===== src/rtl/cla_multiword_seq_if.sv =====
// Request/result bundle for the sequential multi-word CLA adder.
// The requester drives the master side and the adder sits on the slave side.
interface cla_multiword_seq_if #(
    parameter int unsigned WORDS = 4
);
    localparam int unsigned W = 16 * WORDS;

    logic         in_valid;
    logic         in_ready;
    logic [W-1:0] a;
    logic [W-1:0] b;
    logic         cin;
    logic         out_valid;
    logic         out_ready;
    logic [W-1:0] sum;
    logic         cout;
    logic         ovf;

    modport master (
        output in_valid, a, b, cin, out_ready,
        input  in_ready, out_valid, sum, cout, ovf
    );

    modport slave (
        input  in_valid, a, b, cin, out_ready,
        output in_ready, out_valid, sum, cout, ovf
    );
endinterface


===== src/rtl/cla_multiword_seq.sv =====
// Sequential WORDS x 16-bit adder: one shared 16-bit CLA is reused per slice,
// least-significant slice first, with the inter-slice carry held in a register.
module cla16bits (
    input  logic [15:0] a,
    input  logic [15:0] b,
    input  logic        cin,
    output logic [15:0] s,
    output logic        cout,
    output logic        gen,
    output logic        prop
);
    // Carries c0..c3 of a 4-position lookahead stage.
    function automatic logic [3:0] la4(input logic [3:0] g, input logic [3:0] p, input logic c0);
        logic [3:0] c;
        c[0] = c0;
        c[1] = g[0] | (p[0] & c0);
        c[2] = g[1] | (p[1] & g[0]) | (p[1] & p[0] & c0);
        c[3] = g[2] | (p[2] & g[1]) | (p[2] & p[1] & g[0]) | (p[2] & p[1] & p[0] & c0);
        return c;
    endfunction

    function automatic logic grp_g(input logic [3:0] g, input logic [3:0] p);
        return g[3] | (p[3] & g[2]) | (p[3] & p[2] & g[1]) | (p[3] & p[2] & p[1] & g[0]);
    endfunction

    logic [15:0] w_g;
    logic [15:0] w_p;
    logic [15:0] w_c;
    logic [3:0]  w_gg;
    logic [3:0]  w_gp;
    logic [3:0]  w_gc;

    assign w_g = a & b;
    assign w_p = a ^ b;

    for (genvar j = 0; j < 4; j++) begin : g_grp
        assign w_gg[j]       = grp_g(w_g[4*j +: 4], w_p[4*j +: 4]);
        assign w_gp[j]       = &w_p[4*j +: 4];
        assign w_c[4*j +: 4] = la4(w_g[4*j +: 4], w_p[4*j +: 4], w_gc[j]);
    end

    assign w_gc = la4(w_gg, w_gp, cin);
    assign gen  = grp_g(w_gg, w_gp);
    assign prop = &w_gp;
    assign cout = gen | (prop & cin);
    assign s    = w_p ^ w_c;
endmodule

module cla_multiword_seq #(
    parameter int unsigned WORDS = 4
) (
    input logic               clk,
    input logic               rst_n,
    cla_multiword_seq_if.slave bus
);
    localparam int unsigned W  = 16 * WORDS;
    localparam int unsigned IW = (WORDS > 1) ? $clog2(WORDS) : 1;

    // One-hot so in_ready/out_valid are direct flop outputs.
    localparam logic [2:0] S_IDLE = 3'b001;
    localparam logic [2:0] S_RUN  = 3'b010;
    localparam logic [2:0] S_DONE = 3'b100;

    logic [2:0]    r_state;
    logic [2:0]    w_state_nxt;
    logic [W-1:0]  r_a;
    logic [W-1:0]  r_b;
    logic [W-1:0]  r_sum;
    logic [IW-1:0] r_idx;
    logic          r_carry;
    logic          r_cout;
    logic          r_ovf;

    logic          w_accept;
    logic          w_run;
    logic          w_last;
    logic [15:0]   w_sl_a;
    logic [15:0]   w_sl_b;
    logic [15:0]   w_s;
    logic          w_cout;
    logic          w_unused_gen;
    logic          w_unused_prop;

    assign w_accept = bus.in_valid & r_state[0];
    assign w_run    = r_state[1];
    assign w_last   = (r_idx == IW'(WORDS - 1));

    // Slice select feeding the shared CLA.
    always_comb begin
        w_sl_a = '0;
        w_sl_b = '0;
        for (int k = 0; k < int'(WORDS); k++) begin
            if (r_idx == IW'(k)) begin
                w_sl_a = r_a[16*k +: 16];
                w_sl_b = r_b[16*k +: 16];
            end
        end
    end

    cla16bits u_cla (
        .a    (w_sl_a),
        .b    (w_sl_b),
        .cin  (r_carry),
        .s    (w_s),
        .cout (w_cout),
        .gen  (w_unused_gen),
        .prop (w_unused_prop)
    );

    always_ff @(posedge clk or negedge rst_n) begin
        if (!rst_n) r_state <= S_IDLE;
        else        r_state <= w_state_nxt;
    end

    always_comb begin
        w_state_nxt = r_state;
        case (r_state)
            S_IDLE:  if (bus.in_valid)  w_state_nxt = S_RUN;
            S_RUN:   if (w_last)        w_state_nxt = S_DONE;
            S_DONE:  if (bus.out_ready) w_state_nxt = S_IDLE;
            default:                    w_state_nxt = S_IDLE;
        endcase
    end

    // Operand capture and per-slice accumulation; result holds until the next RUN.
    always_ff @(posedge clk or negedge rst_n) begin
        if (!rst_n) begin
            r_a     <= '0;
            r_b     <= '0;
            r_sum   <= '0;
            r_idx   <= '0;
            r_carry <= 1'b0;
            r_cout  <= 1'b0;
            r_ovf   <= 1'b0;
        end else if (w_accept) begin
            r_a     <= bus.a;
            r_b     <= bus.b;
            r_carry <= bus.cin;
            r_idx   <= '0;
        end else if (w_run) begin
            for (int k = 0; k < int'(WORDS); k++) begin
                if (r_idx == IW'(k)) r_sum[16*k +: 16] <= w_s;
            end
            r_carry <= w_cout;
            r_idx   <= r_idx + IW'(1);
            if (w_last) begin
                r_cout <= w_cout;
                r_ovf  <= (r_a[W-1] == r_b[W-1]) & (w_s[15] != r_a[W-1]);
            end
        end
    end

    assign bus.in_ready  = r_state[0];
    assign bus.out_valid = r_state[2];
    assign bus.sum       = r_sum;
    assign bus.cout      = r_cout;
    assign bus.ovf       = r_ovf;
endmodule

===== src/flat_wrapper.sv =====
// flat-port wrapper written by rule: the top's interface ports become plain ports
module cla_multiword_seq_flat 
#(
    parameter int unsigned WORDS = 4
)
  (clk, rst_n, bus_in_valid, bus_a, bus_b, bus_cin, bus_out_ready, bus_in_ready, bus_out_valid, bus_sum, bus_cout, bus_ovf);
  cla_multiword_seq_if #(.WORDS(WORDS)) bus_i ();
  input logic clk;
  input logic rst_n;
  input wire logic [$bits(bus_i.in_valid)-1:0] bus_in_valid;
  input wire logic [$bits(bus_i.a)-1:0] bus_a;
  input wire logic [$bits(bus_i.b)-1:0] bus_b;
  input wire logic [$bits(bus_i.cin)-1:0] bus_cin;
  input wire logic [$bits(bus_i.out_ready)-1:0] bus_out_ready;
  output wire logic [$bits(bus_i.in_ready)-1:0] bus_in_ready;
  output wire logic [$bits(bus_i.out_valid)-1:0] bus_out_valid;
  output wire logic [$bits(bus_i.sum)-1:0] bus_sum;
  output wire logic [$bits(bus_i.cout)-1:0] bus_cout;
  output wire logic [$bits(bus_i.ovf)-1:0] bus_ovf;
  assign bus_i.in_valid = bus_in_valid;
  assign bus_i.a = bus_a;
  assign bus_i.b = bus_b;
  assign bus_i.cin = bus_cin;
  assign bus_i.out_ready = bus_out_ready;
  assign bus_in_ready = bus_i.in_ready;
  assign bus_out_valid = bus_i.out_valid;
  assign bus_sum = bus_i.sum;
  assign bus_cout = bus_i.cout;
  assign bus_ovf = bus_i.ovf;
  cla_multiword_seq #(.WORDS(WORDS)) u_core (.clk(clk), .rst_n(rst_n), .bus(bus_i));
endmodule

===== config.mk =====
export PLATFORM = sky130hd
export DESIGN_NAME = cla_multiword_seq_flat
export DESIGN_NICKNAME = d
export VERILOG_FILES = /design/src/rtl/cla_multiword_seq_if.sv /design/src/rtl/cla_multiword_seq.sv /design/src/flat_wrapper.sv
export SDC_FILE = /design/constraint.sdc
export NUM_CORES = 1
export LEC_CHECK = 0
export CAP_MARGIN = 20
export CORE_MARGIN = 1
export CORE_UTILIZATION = 51
export DETAILED_ROUTE_END_ITERATION = 16
export HOLD_SLACK_MARGIN = 0.03
export PLACE_DENSITY = 0.8
export SLEW_MARGIN = 20
export SYNTH_ARGS = -nofsm -noshare
export SYNTH_HDL_FRONTEND = slang
export SYNTH_SLANG_ARGS = --single-unit

===== constraint.sdc =====
create_clock -name clk -period 4.94 [get_ports clk]
set_clock_uncertainty 0.05 [all_clocks]
set_input_delay 1.482 -clock clk [delete_from_list [all_inputs] [get_ports clk]]
set_output_delay 1.482 -clock clk [all_outputs]
set_load 0.03 [all_outputs]

=== Word-level counts from Yosys, hierarchy flattened ===
Cells that the tools add are included.

* Register bits: 200
* Bits of input ports: 133
* Output and inout port bits: 68

* Add/sub/neg operators: 1
* Eq/ne operators: 11
* Mux-type cells: 16
* Bitwise operators: 123
* Reduce and logical (&&, ||, !) cells: 12

{| class="wikitable"
|+ Operators with widths
! operator !! count
|-
| 16-bit 2-to-1 mux || 8
|-
| 1-bit AND || 73
|-
| 1-bit bitwise OR || 46
|-
| 16-bit bitwise XOR || 2
|-
| 16-bit AND || 1
|-
| 16-bit AND reduction || 1
|-
| 4-bit AND reduction || 4
|-
| 3-bit AND reduction || 5
|-
| 3-bit 2-to-1 mux || 3
|-
| 3-bit case mux with 3 select lines || 1
|-
| 2-bit == test (second input constant) || 2
|-
| 2-bit 2-to-1 mux || 2
|-
| 2-bit inequality test (second input constant) || 2
|-
| 3-bit by 1-bit == test with 1-bit output (second input constant) || 1
|-
| 3-bit by 2-bit == test with 1-bit output (second input constant) || 1
|-
| 3-bit == test (second input constant) || 1
|-
| 2-bit by 1-bit adder with 2-bit output (second input constant) || 1
|-
| 2-bit by 1-bit == test with 1-bit output (second input constant) || 1
|-
| 2-bit logical NOT || 1
|-
| 1-bit 2-to-1 mux || 2
|-
| 2-bit by 1-bit inequality test with 1-bit output (second input constant) || 1
|-
| 2-bit nonzero test || 1
|-
| 1-bit == test || 1
|-
| 1-bit inequality test || 1
|-
| 1-bit inverter || 1
|}

=== Depth between registers and ports, before layout ===
* Depth in word-level cells: 19
* Mapped depth: 19

=== By module ===
A second synthesis with hierarchy kept.

* Cell total of the unflattened synthesis: 760
* Area total of the unflattened synthesis: 9,864.5 sq um

{| class="wikitable"
|+ Modules (own cells, without submodules)
! module !! instances !! cells each !! area an instance (sq um) !! sequential area each (sq um)
|-
| cla_multiword_seq || 1 || 661 || 9,108.7 || 5,006.1
|-
| cla16bits || 1 || 99 || 755.7 || 0.0
|}

=== Worst setup path after synthesis ===
No wires, ideal clock.

* Path kind: register to register
* Start: register u_core.r_idx[0]
* End: register u_core.r_ovf, in the netlist u_core.bus.ovf
* Arrival: 3,280 ps
* Required time: 4,766 ps
* Path slack: 1,486 ps
* Stages on the path, launching flop included: 18
* Period minus slack after synthesis: 3,454 ps
* Cell sequence: dfrtp_1 > inv_1 > ha_1 > clkbuf_1 > clkbuf_1 > nand2_1 > nor2_1 > a21oi_1 > nor2_1 > a21oi_1 > o21ai_0 > ha_1 > a211oi_2 > o21ai_1 > and2_4 > o31a_4 > xnor2_4 > a211o_1

* Longest elaborated chain between the ends: 19
* Elaborated cells between the ends (all ways): 61
* Those cells by class: eq/ne (4); mux (8); bitwise (44); reduce/logical (5)

{| class="wikitable"
|+ RTL lines
! element !! line !! source
|-
| start, declared || cla_multiword_seq.sv:69 || <nowiki>logic [IW-1:0] r_idx;</nowiki>
|-
| start signal, assigned || cla_multiword_seq.sv:145 || <nowiki>r_idx <= r_idx + IW'(1);</nowiki>
|-
| 2-bit logical NOT || cla_multiword_seq.sv:93 || <nowiki>if (r_idx == IW'(k)) begin</nowiki>
|-
| 16-bit 2-to-1 mux (4 in series) || cla_multiword_seq.sv:93 ||
|-
| 16-bit bitwise XOR or 16-bit AND (tied branches) || cla_multiword_seq.sv:34, cla_multiword_seq.sv:33 ||
|-
| 1-bit AND || cla_multiword_seq.sv:23 || <nowiki>return g[3] | (p[3] & g[2]) | (p[3] & p[2] & g[1]) | (p[3] & p[2] & p[1] & g[0]);</nowiki>
|-
| 1-bit bitwise OR or 1-bit AND (tied branches) (2 in series) || cla_multiword_seq.sv:23 ||
|-
| 1-bit bitwise OR || cla_multiword_seq.sv:23 ||
|-
| 1-bit AND || cla_multiword_seq.sv:18 || <nowiki>c[3] = g[2] | (p[2] & g[1]) | (p[2] & p[1] & g[0]) | (p[2] & p[1] & p[0] & c0);</nowiki>
|-
| 1-bit bitwise OR (3 in series) || cla_multiword_seq.sv:18 ||
|-
| 1-bit AND || cla_multiword_seq.sv:18 ||
|-
| 1-bit bitwise OR || cla_multiword_seq.sv:18 ||
|-
| 16-bit bitwise XOR || cla_multiword_seq.sv:46 || <nowiki>assign s = w_p ^ w_c;</nowiki>
|-
| 1-bit inequality test || cla_multiword_seq.sv:148 || <nowiki>r_ovf <= (r_a[W-1] == r_b[W-1]) & (w_s[15] != r_a[W-1]);</nowiki>
|-
| 1-bit AND || cla_multiword_seq.sv:148 ||
|-
| end signal, assigned || cla_multiword_seq.sv:148 ||
|-
| end, declared || cla_multiword_seq.sv:72 || <nowiki>logic r_ovf;</nowiki>
|}

Several ways; a longest one is shown, not always the timed one.
A chain may end at the register's enable or synchronous reset.

=== Worst setup path in the final report ===
* Start: register u_core.r_idx[1]
* End: register u_core.r_sum[61], in the netlist u_core.bus.sum[61]

* Longest elaborated chain between the ends: 17
* Elaborated cells between the ends (all ways): 53
* Those cells by class: eq/ne (3); mux (8); bitwise (37); reduce/logical (5)

{| class="wikitable"
|+ RTL lines
! element !! line !! source
|-
| 2-bit logical NOT || cla_multiword_seq.sv:93 ||
|-
| 16-bit 2-to-1 mux (4 in series) || cla_multiword_seq.sv:93 ||
|-
| 16-bit bitwise XOR or 16-bit AND (tied branches) || cla_multiword_seq.sv:34, cla_multiword_seq.sv:33 ||
|-
| 1-bit AND || cla_multiword_seq.sv:23 ||
|-
| 1-bit bitwise OR or 1-bit AND (tied branches) (2 in series) || cla_multiword_seq.sv:23 ||
|-
| 1-bit bitwise OR || cla_multiword_seq.sv:23 ||
|-
| 1-bit AND || cla_multiword_seq.sv:18 ||
|-
| 1-bit bitwise OR (3 in series) || cla_multiword_seq.sv:18 ||
|-
| 1-bit AND || cla_multiword_seq.sv:16 || <nowiki>c[1] = g[0] | (p[0] & c0);</nowiki>
|-
| 1-bit bitwise OR || cla_multiword_seq.sv:16 ||
|-
| 16-bit bitwise XOR || cla_multiword_seq.sv:46 ||
|-
| end signal, assigned by index || cla_multiword_seq.sv:142 || <nowiki>if (r_idx == IW'(k)) r_sum[16*k +: 16] <= w_s;</nowiki>
|-
| end, declared || cla_multiword_seq.sv:68 || <nowiki>logic [W-1:0] r_sum;</nowiki>
|}

Several ways; a longest one is shown, not always the timed one.

==> metrics.cfg <==
[sta]
relSlewSlack = 0.4319
worstMarginPinSlew_ns = 0.8522
slew_violations = 0
hold_viol = 0
post-route-period-util = 0.8634
period_minus_slack_ns = 4.265
tns_ns = 0
setup_viol = 0
fmax_ghz = 0.2344
fin_ws_ns = 0.6746
rsz0062_at_grt = no

[clocking]
clock_latency_ns = 0.43
path_clk_slew_ns = 0.07
postCtsResizedCells = 0
cts_setup_buffers = 0
cts_hold_buf = 0
cts_buffer_depth = 2
h-tree-depth = 4
cts-root-buf = clkbuf_16
numClockSinks = 200
numCtsBuffers = 17
cts_tree = done

[logic_synthesis]
synth_most_common_cell = nand2_1
syn_inst = 1096
synth_ff_type = dfrtp_1
synth_common_cells = nand2_1, dfrtp_1, a21oi_1
synth-seq-cells = 200
syn_area_um2 = 9273
synth_area_per_cell_um2 = 8.460
yosys_warnings = 0
synthArstFlopShare = 1.000
synth_edf_count = 0
yosysTopAreaCell = dfrtp_1
synth.top_cell.area_share = 0.5370
ys_types = 44
syn-num-nets = 1253
yosys-top-cells-area = dfrtp_1, nand2_1, a21oi_1
seq_area_frac_synth = 0.5399

[power_and_ir_drop]
p_per_area_nw_per_um2 = 729.4
p_comb_frac = 0.498
power_leakage_nw = 5.851
p_int_w = 0.004940
switching_share = 0.4389
switchingPower_w = 0.003864
clock_power_share = 0.169
ir_worst_vdd_uv = 459.8
seqPwrFrac = 0.333

[global_routing]
grt_pass1_wl_um = 38630
grt_pass1_vias = 7579
grt-ovfl-total = 0
antenna_found_initial = 0
grt_max_degree = 103
grt_usage = 0.2745

[critical_path]
cp.arrival_ns = 4.51
critPathKind = reg2reg
cp_cell_sequence = inv_1 -> ha_2 -> buf_4 -> nor2_1 -> a21oi_1 -> nor2_1 -> a21oi_1 -> o21ai_0 -> ha_1 -> nand2_1 -> nor4_2 -> and2_4 -> nor2_1 -> fa_1 -> xor2_1 -> o21ai_0
worst_path_max_delay_cell = buf_4
cpPeakStageDelay_ns = 0.47
cpMostUsedCell = nor2_1
required_ns = 5.18
cp-end-kind = register
crit_path_max_fanout = 48
cp-start-kind = register

[drt]
drc = 0
avgViaCountPerCell = 5.298
drt-total-wl_um = 24300
antenna_left = 0
first_iter_violations = 698
wl_per_cell_um = 16.19
drt_first_pass_iters = 5
num_vias = 7953

[floorplanning]
ios = 201
start_util = 0.5288
core_area_um2 = 17540
design.die.area_um2 = 18730
rows = 48
die_y_um = 136.8
die_w_um = 136.8

[place]
preCtsSetupSlack_ns = 0.8227
dp_cells = 1469
place_area_um2 = 11450
hpwlAfterDp_um = 17590
io_buffers = 200
gp_congestion = 0.8551

[job]
cap_violations = 0

[final_layout]
fin_nets = 1420
area_delta_synth_final_pct = 30.19
diodes = 0
instances_no_fill = 1501
design_area_um2 = 12070
drive_gt1_frac = 0.06740

[outcome]
status = finished, final reports clean

[worst_hold_path]
hold_path.class = reg2reg

## power groups by stage
stage | Clock, W | Combinational (W) | Sequential [W]
floorplan | 0 | 0.00250 | 0.00323
global placement | 0 | 0.00420 | 0.00291
detailed placement | 0 | 0.00434 | 0.00294
CTS | 0.00149 | 0.00437 | 0.00292
global route | 0.00156 | 0.00483 | 0.00301
finish | 0.00148 | 0.00439 | 0.00293
## metrics by stage
stage	utilization	hold slack (ns)	total power [W]
5_1_grt	0.6884	0.4442	0.009405
3_5_place_dp	0.6527	0.4124	0.007274
3_3_place_gp	0.6525	0.4079	0.007117
2_1_floorplan	-	0.3955	0.005736
6_report	0.6884	0.4266	0.008804
4_1_cts	0.6884	0.4294	0.008783
## area by class of cell
class	instances	area (µm²)
timing repair buffer	214	2123
multi-input combinational	821	4001
clock inverter	14	196.4
tap	225	281.5
inverter	9	33.78
fill	1372	5465
sequential	200	5006
clock buffer	18	429.2
## worst max-delay path, delay by kind of cell, from the launching register on
kind	cells	cell delay, ns
compound gates	4	0.77
xor+xnor	1	0.27
fa+ha+maj	3	1.19
buf+inv	2	0.58
flops	1	0.43
simple gates	6	0.82
## flip-flops by register name, summed over array words and instances, names as in the netlist
register	flops
u_core.r_carry	1
u_core.r_a	64
u_core.bus.cout	1
u_core.bus.sum	64
u_core.r_state	3
u_core.r_b	64
u_core.bus.ovf	1
u_core.r_idx	2
## final timing paths
kind,start,endpoint,slack [ns],cells past startpoint
min in group asynchronous,rst_n,u_core.bus.sum[16],1.10,1
worst min register to register,u_core.r_b[14],u_core.r_b[14],0.43,2
worst max register to register,u_core.r_idx[1],u_core.bus.sum[61],0.67,16
worst max-delay path,u_core.r_idx[1],u_core.bus.sum[61],0.67,16
max in group asynchronous,rst_n,u_core.r_a[1],2.73,2
worst min-delay path,u_core.r_b[14],u_core.r_b[14],0.43,2
## kinds of logic after synthesis
kind of cell	synth area share
AND/OR/NAND/NOR	0.2456
flip-flops	0.5399
multiplexers	0.03238
buffers and inverters	0.03076
AO/OA/AOI/OAI	0.1034
XOR/XNOR	0.01241
adder cells (fa/ha/maj)	0.03562
## layer usage
layer / up-vias / wire length (µm) / global-route usage
met3: 51 / 1487 / 0.05333
met1: 3755 / 11190 / 0.3931
met4: 0 / 664 / 0.09768
met2: 305 / 10960 / 0.4171
li1: 3842 / - / -
met5: - / 0 / 0
## layout by cell type (no fill, tap or decap), drive strengths merged, types with 4 or more instances in the layout
cell type,count
bufinv,4
inv,12
nand3b,6
fa,4
mux2,24
buf,14
nand2,489
clkbuf,19
ha,20
o21ai,74
clkinv,4
xor2,5
a21oi,76
xnor2,6
o31ai,4
a21o,5
clkdlybuf4s50,199
dfrtp,199
nor2,71
nand3,6
(Power assumes the default switching activity.)
==> variant 1, RTL diff (config.mk and constraints unchanged) <==
`WORDS` is set to 4 in 3 places; all go to 2.
--- a/src/rtl/cla_multiword_seq_if.sv
+++ b/src/rtl/cla_multiword_seq_if.sv
@@ -1,7 +1,7 @@
 // Request/result bundle for the sequential multi-word CLA adder.
 // The requester drives the master side and the adder sits on the slave side.
 interface cla_multiword_seq_if #(
-    parameter int unsigned WORDS = 4
+    parameter int unsigned WORDS = 2
 );
     localparam int unsigned W = 16 * WORDS;
 
--- a/src/rtl/cla_multiword_seq.sv
+++ b/src/rtl/cla_multiword_seq.sv
@@ -47,7 +47,7 @@
 endmodule
 
 module cla_multiword_seq #(
-    parameter int unsigned WORDS = 4
+    parameter int unsigned WORDS = 2
 ) (
     input logic               clk,
     input logic               rst_n,
--- a/src/flat_wrapper.sv
+++ b/src/flat_wrapper.sv
@@ -1,7 +1,7 @@
 // flat-port wrapper written by rule: the top's interface ports become plain ports
 module cla_multiword_seq_flat 
 #(
-    parameter int unsigned WORDS = 4
+    parameter int unsigned WORDS = 2
 )
   (clk, rst_n, bus_in_valid, bus_a, bus_b, bus_cin, bus_out_ready, bus_in_ready, bus_out_valid, bus_sum, bus_cout, bus_ovf);
   cla_multiword_seq_if #(.WORDS(WORDS)) bus_i ();
Interface: changed (resized bus_a, bus_b and bus_sum); port bits go from 201 to 105. The function was not compared with the original's and may differ.
==> variant 1 against the original RTL <==
Clock power is 67% lower. Final area is 48% lower. Routed wire length is 61% lower. Final cell count is 59% lower. Sequential cell count is 97 lower. Power is 47% lower. Area after synthesis is 47% lower. Combinational power is 38% lower. Sequential share of layout area is 0.22 points lower. Die area is 47% lower. Setup slack better by 0.74 ns. Critical endpoint is now u_core.bus.sum[25]$_DFFE_PN0P_. Largest power group unchanged.
==> variant 1: results (changes against the original RTL) <==
status complete, no violations (unchanged); Reg clk slew, reported paths 0.10 ns (was 0.07 ns); worst-skew pair later-pin latency 0.36 ns (was 0.43 ns); Non-clk bufs 110 (was 214); Synth cell types 37 (was 44); P_int 2.699 mW (was 4.940 mW); met3 wire len 337 µm (was 1487 µm); row count 35 (was 48); post-DR vias/cell 5.253 (was 5.298); Endpoint, Worst Hold u_core.bus.sum[9]$_DFFE_PN0P_ (was u_core.r_b[14]$_DFFE_PN0P_); CP max FO 37 (was 48); M3 GR Usage 3.064% (was 5.333%); clock sinks 103 (was 200); Iter 0 DRT Violations 71 (was 698); CTS Buf Count 9 (was 17); leakage 2.644 nW (was 5.851 nW); crit path from u_core.r_idx$_DFFE_PN0P_ (was u_core.r_idx[1]$_DFFE_PN0P_); ClkCell Share 2.862% (was 5.182%); Worst Reg2Reg Path Length in Cells 11 (was 16); r2r setup slk 1.41 ns (was 0.67 ns); Filler Cell Count 718 (was 1,372); Total GRT Usage 20.79% (was 27.45%); Synth Instances 374 (was 1,096); placed inst area 6072 µm² (was 11,450 µm²); fraction of area in multi-input gates 35.61% (was 33.15%); pre-CTS setup slack 1.149 ns (was 0.8227 ns); RD Place Congestion 0.7915 (was 0.8551); Non-Filler Instances 612 (was 1,501); met2 WL 4621 µm (was 10,960 µm); reg-to-reg endpoint u_core.bus.sum[25]$_DFFE_PN0P_ (was u_core.bus.sum[61]$_DFFE_PN0P_); hold_ws 0.4379 ns (was 0.4266 ns); register area 2579 µm² (was 5006 µm²); post-placement cell count 596 (was 1,469); layout cell share with drive strength beyond 1 29.19% (was 6.740%); maximum clock rate 283.6 MHz (was 234.4 MHz); Area contributors post-synth dfrtp_1 (52%), mux2_2 (26%), ha_1 (4.1%) (was dfrtp_1 (54%), nand2_1 (20%), a21oi_1 (4.1%)); Worst VDD drop 0.3178 mV (was 0.4598 mV); routed length per instance 15.66 µm (was 16.19 µm); delay-heaviest family, CP compound AO/OA/AOI/OAI gates (was adder cells); H-tree levels 3 (was 4); fin nets 567 (was 1,420); #MultiIn Comb 248 (was 821); fraction of cell area in non-clock buffers 17.33% (was 17.59%); grt met2 use 34.80% (was 41.71%); clk pwr 0.493 mW (was 1.48 mW); IO buf count 104 (was 200); Post-DP HPWL 7248 µm (was 17,590 µm); DRT Pass-1 Iters 4 (was 5)
variant 1: cell types whose count changed in the layout (fill, tap and decap cells not counted), sizes merged, moves of 7 or more:
cell / change
mux2: +88
dfrtp: -97
o21ai: -54
buf: -7
clkbuf: -10
a21oi: -68
nand2: -463
nor2: -57
clkdlybuf4s50: -96
variant 1: cells by family (layout without fill, tap and decap cells):
group / Yosys count / count (layout) / synth area share [%]
xor+xnor: 10 / 10 / 1.790
compound gates: 50 / 50 / 6.750
fa+ha+maj: 20 / 20 / 5.727
buf+inv: 23 / 132 / 1.867
simple gates: 54 / 54 / 4.986
flops: 103 / 103 / 52.70
mux: 114 / 114 / 26.18
variant 1: metrics by stage:
step | utilization, % | total power, mW
final | 67.33 | 4.656
after global routing | 67.33 | 5.015
after CTS | 67.33 | 4.685
after detailed placement | 65.40 | 4.187
after global placement | 65.40 | 4.084
after floorplan | - | 3.329
==> variant 2, RTL diff (same settings) <==
Made on the original files. Make the reset (`rst_n`) synchronous in 2 clocked blocks.
--- a/src/rtl/cla_multiword_seq.sv
+++ b/src/rtl/cla_multiword_seq.sv
@@ -107,7 +107,7 @@
         .prop (w_unused_prop)
     );
 
-    always_ff @(posedge clk or negedge rst_n) begin
+    always_ff @(posedge clk) begin
         if (!rst_n) r_state <= S_IDLE;
         else        r_state <= w_state_nxt;
     end
@@ -123,7 +123,7 @@
     end
 
     // Operand capture and per-slice accumulation; result holds until the next RUN.
-    always_ff @(posedge clk or negedge rst_n) begin
+    always_ff @(posedge clk) begin
         if (!rst_n) begin
             r_a     <= '0;
             r_b     <= '0;
Check against the original RTL: differs if rst_n is asserted again (counterexample within 4 cycles, from zero or initial values and one cycle with rst_n low); with rst_n held inactive, the same outputs for 4 cycles.
==> variant 2 against the original RTL <==
Final area is 1.6% lower. Area after synthesis is 0.51% lower. Largest cell class is now multi-input combinational cells. Sequential cell count stayed put. Setup slack worse by 0.019 ns. Routed wire length is 10% higher. Critical path type unchanged.
Power is not compared: it rests on default switching activity, and its combinational part moved more than twofold at a synthesized area within 25%.
==> variant 2: results (changes against the original RTL) <==
ys async rst share 0% (was 100.0%); multiplexer share of the synthesized area 0.4611% (was 3.238%); Worst VDD drop 0.2613 mV; vias in the first global route 8,140 (was 7,579); Vias 8,566 (was 7,953); Antenna diodes 0 (unchanged); xor/xnor share of the synthesized area 0.8545% (was 1.241%); r2r setup slk 0.66 ns (was 0.67 ns); first-pass GRT wire length 41,790 µm (was 38,630 µm); layout cell share with drive strength beyond 1 4.136% (was 6.740%); RD Place Congestion 0.8999 (was 0.8551); clk buf depth 2 (unchanged); root buffer cell clkbuf_16 (unchanged); DRT Pass-1 Iters 5 (unchanged); largest net degree at the start of global routing 90 (was 103); slowest stage cell, crit path ha_1 (was buf_4); Total GRT Usage 29.44% (was 27.45%); Synth cell types 46 (was 44); Reg clk slew, reported paths 0.07 ns (about the same); Seq/Total Area, Yosys 43.40% (was 53.99%); WL final 26,750 µm (was 24,300 µm); delay-heaviest family, CP compound AO/OA/AOI/OAI gates (was adder cells); fin nets 1,501 (was 1,420); Post-DP HPWL 19,370 µm (was 17,590 µm); hold_ws 0.4043 ns (was 0.4266 ns); Synth Area in Adders 3.581% (was 3.562%); list of most frequent post-synthesis cells nand2_1 (397), dfxtp_1 (200), a21boi_0 (136) (was nand2_1 (489), dfrtp_1 (199), a21oi_1 (76)); worst-skew pair later-pin latency 0.43 ns (about the same); Filler Cell Count 1,478 (was 1,372); CTS Buf Count 17 (unchanged); status complete, no violations (unchanged); Slew headroom 38.03% (was 43.19%); Iter 0 DRT Violations 658 (was 698); CP max FO 25 (was 48); H-tree levels 4 (unchanged); Area contributors post-synth dfxtp_1 (43%), nand2_1 (16%), a21boi_0 (11%) (was dfrtp_1 (54%), nand2_1 (20%), a21oi_1 (4.1%)); post_cts resized 0 (unchanged); Main synth FF type dfxtp_1 (was dfrtp_1); Net Count, Synth 1,363 (was 1,253); CP max stage delay 0.77 ns (was 0.47 ns); Compound-Gate Fraction of Synth Area 24.12% (was 10.34%)
## variant 2: cell count changes after synthesis, sizes merged, moves of 4 or more
cell    unedited run  this run
o21ai             74        59
o211a              0        16
and2               3        15
mux2              24         0
clkbuf            54        83
dfrtp            199         0
a32oi              0         4
nand2            489       400
dfxtp              0       200
a21oi             76        80
nand3              6        21
a21boi             1       148
and3               0         5
## variant 2: kinds of logic after synthesis
| family | after synthesis |
|---|---|
| compound gates | 334 |
| xor+xnor | 9 |
| fa+ha+maj | 24 |
| buf+inv | 102 |
| flops | 200 |
| mux | 3 |
| simple gates | 534 |
## variant 2: path summary, 6_finish.rpt
check | startpoint | endpoint | cells past startpoint
worst min-delay path | u_core.r_a[61]$_SDFFE_PN0P_ | u_core.r_a[61]$_SDFFE_PN0P_ | 2
worst max-delay path | u_core.r_idx[0]$_SDFFE_PP0P_ | u_core.bus.sum[30]$_SDFFE_PN0P_ | 16
worst min register to register | u_core.r_a[61]$_SDFFE_PN0P_ | u_core.r_a[61]$_SDFFE_PN0P_ | 2
worst max register to register | u_core.r_idx[0]$_SDFFE_PP0P_ | u_core.bus.sum[30]$_SDFFE_PN0P_ | 16
## variant 2: layout make-up
| cell class | instances | area, µm² | area share, % |
|---|---|---|---|
| clock buffer | 22 | 474.2 | 3.992 |
| tap | 225 | 281.5 | 2.370 |
| sequential | 200 | 4004 | 33.71 |
| inverter | 10 | 37.54 | 0.3160 |
| timing repair buffer | 211 | 2107 | 17.74 |
| multi-input combinational | 904 | 4856 | 40.88 |
| clock inverter | 7 | 118.9 | 1.001 |
## variant 2: layer usage
layer	up-vias	global-route usage [%]	share of wire [%]
met5	-	0	0
met4	0	7.099	1.5
met3	27	4.852	5.6
met2	276	49.86	48
met1	3984	38.94	45
li1	4279	-	-
## variant 2: power by group
group / internal [mW] / total, mW / leakage [nW] / switching, mW
combinational: 0.236 / 0.541 / 2.74 / 0.305
clock: 0.830 / 1.42 / 0.285 / 0.586
sequential: 1.69 / 1.73 / 1.63 / 0.0489
## variant 2: worst reg2reg max path, stage by stage, from the launching register on
cell	delay (ns)
dfxtp_1	0.36
inv_1	0.10
ha_1	0.77
buf_4	0.31
nand2_1	0.07
nor2_1	0.08
a21oi_1	0.05
nor2_1	0.09
a21oi_1	0.06
o21ai_0	0.19
ha_1	0.32
a21oi_1	0.20
o21ai_1	0.13
a211oi_1	0.37
a211oi_1	0.14
a311oi_1	0.62
o21ai_0	0.23
## variant 2: stage by stage
step,setup WS [ns],instance area (µm²),util (%),cells
detailed placement,0.6966,11290,64.58,1550
floorplan,1.388,9225,-,1206
finish,0.6551,11880,67.97,1579
global placement,0.7628,11290,64.58,1550
global route,0.2748,11880,67.97,1579
CTS,0.6503,11880,67.97,1579
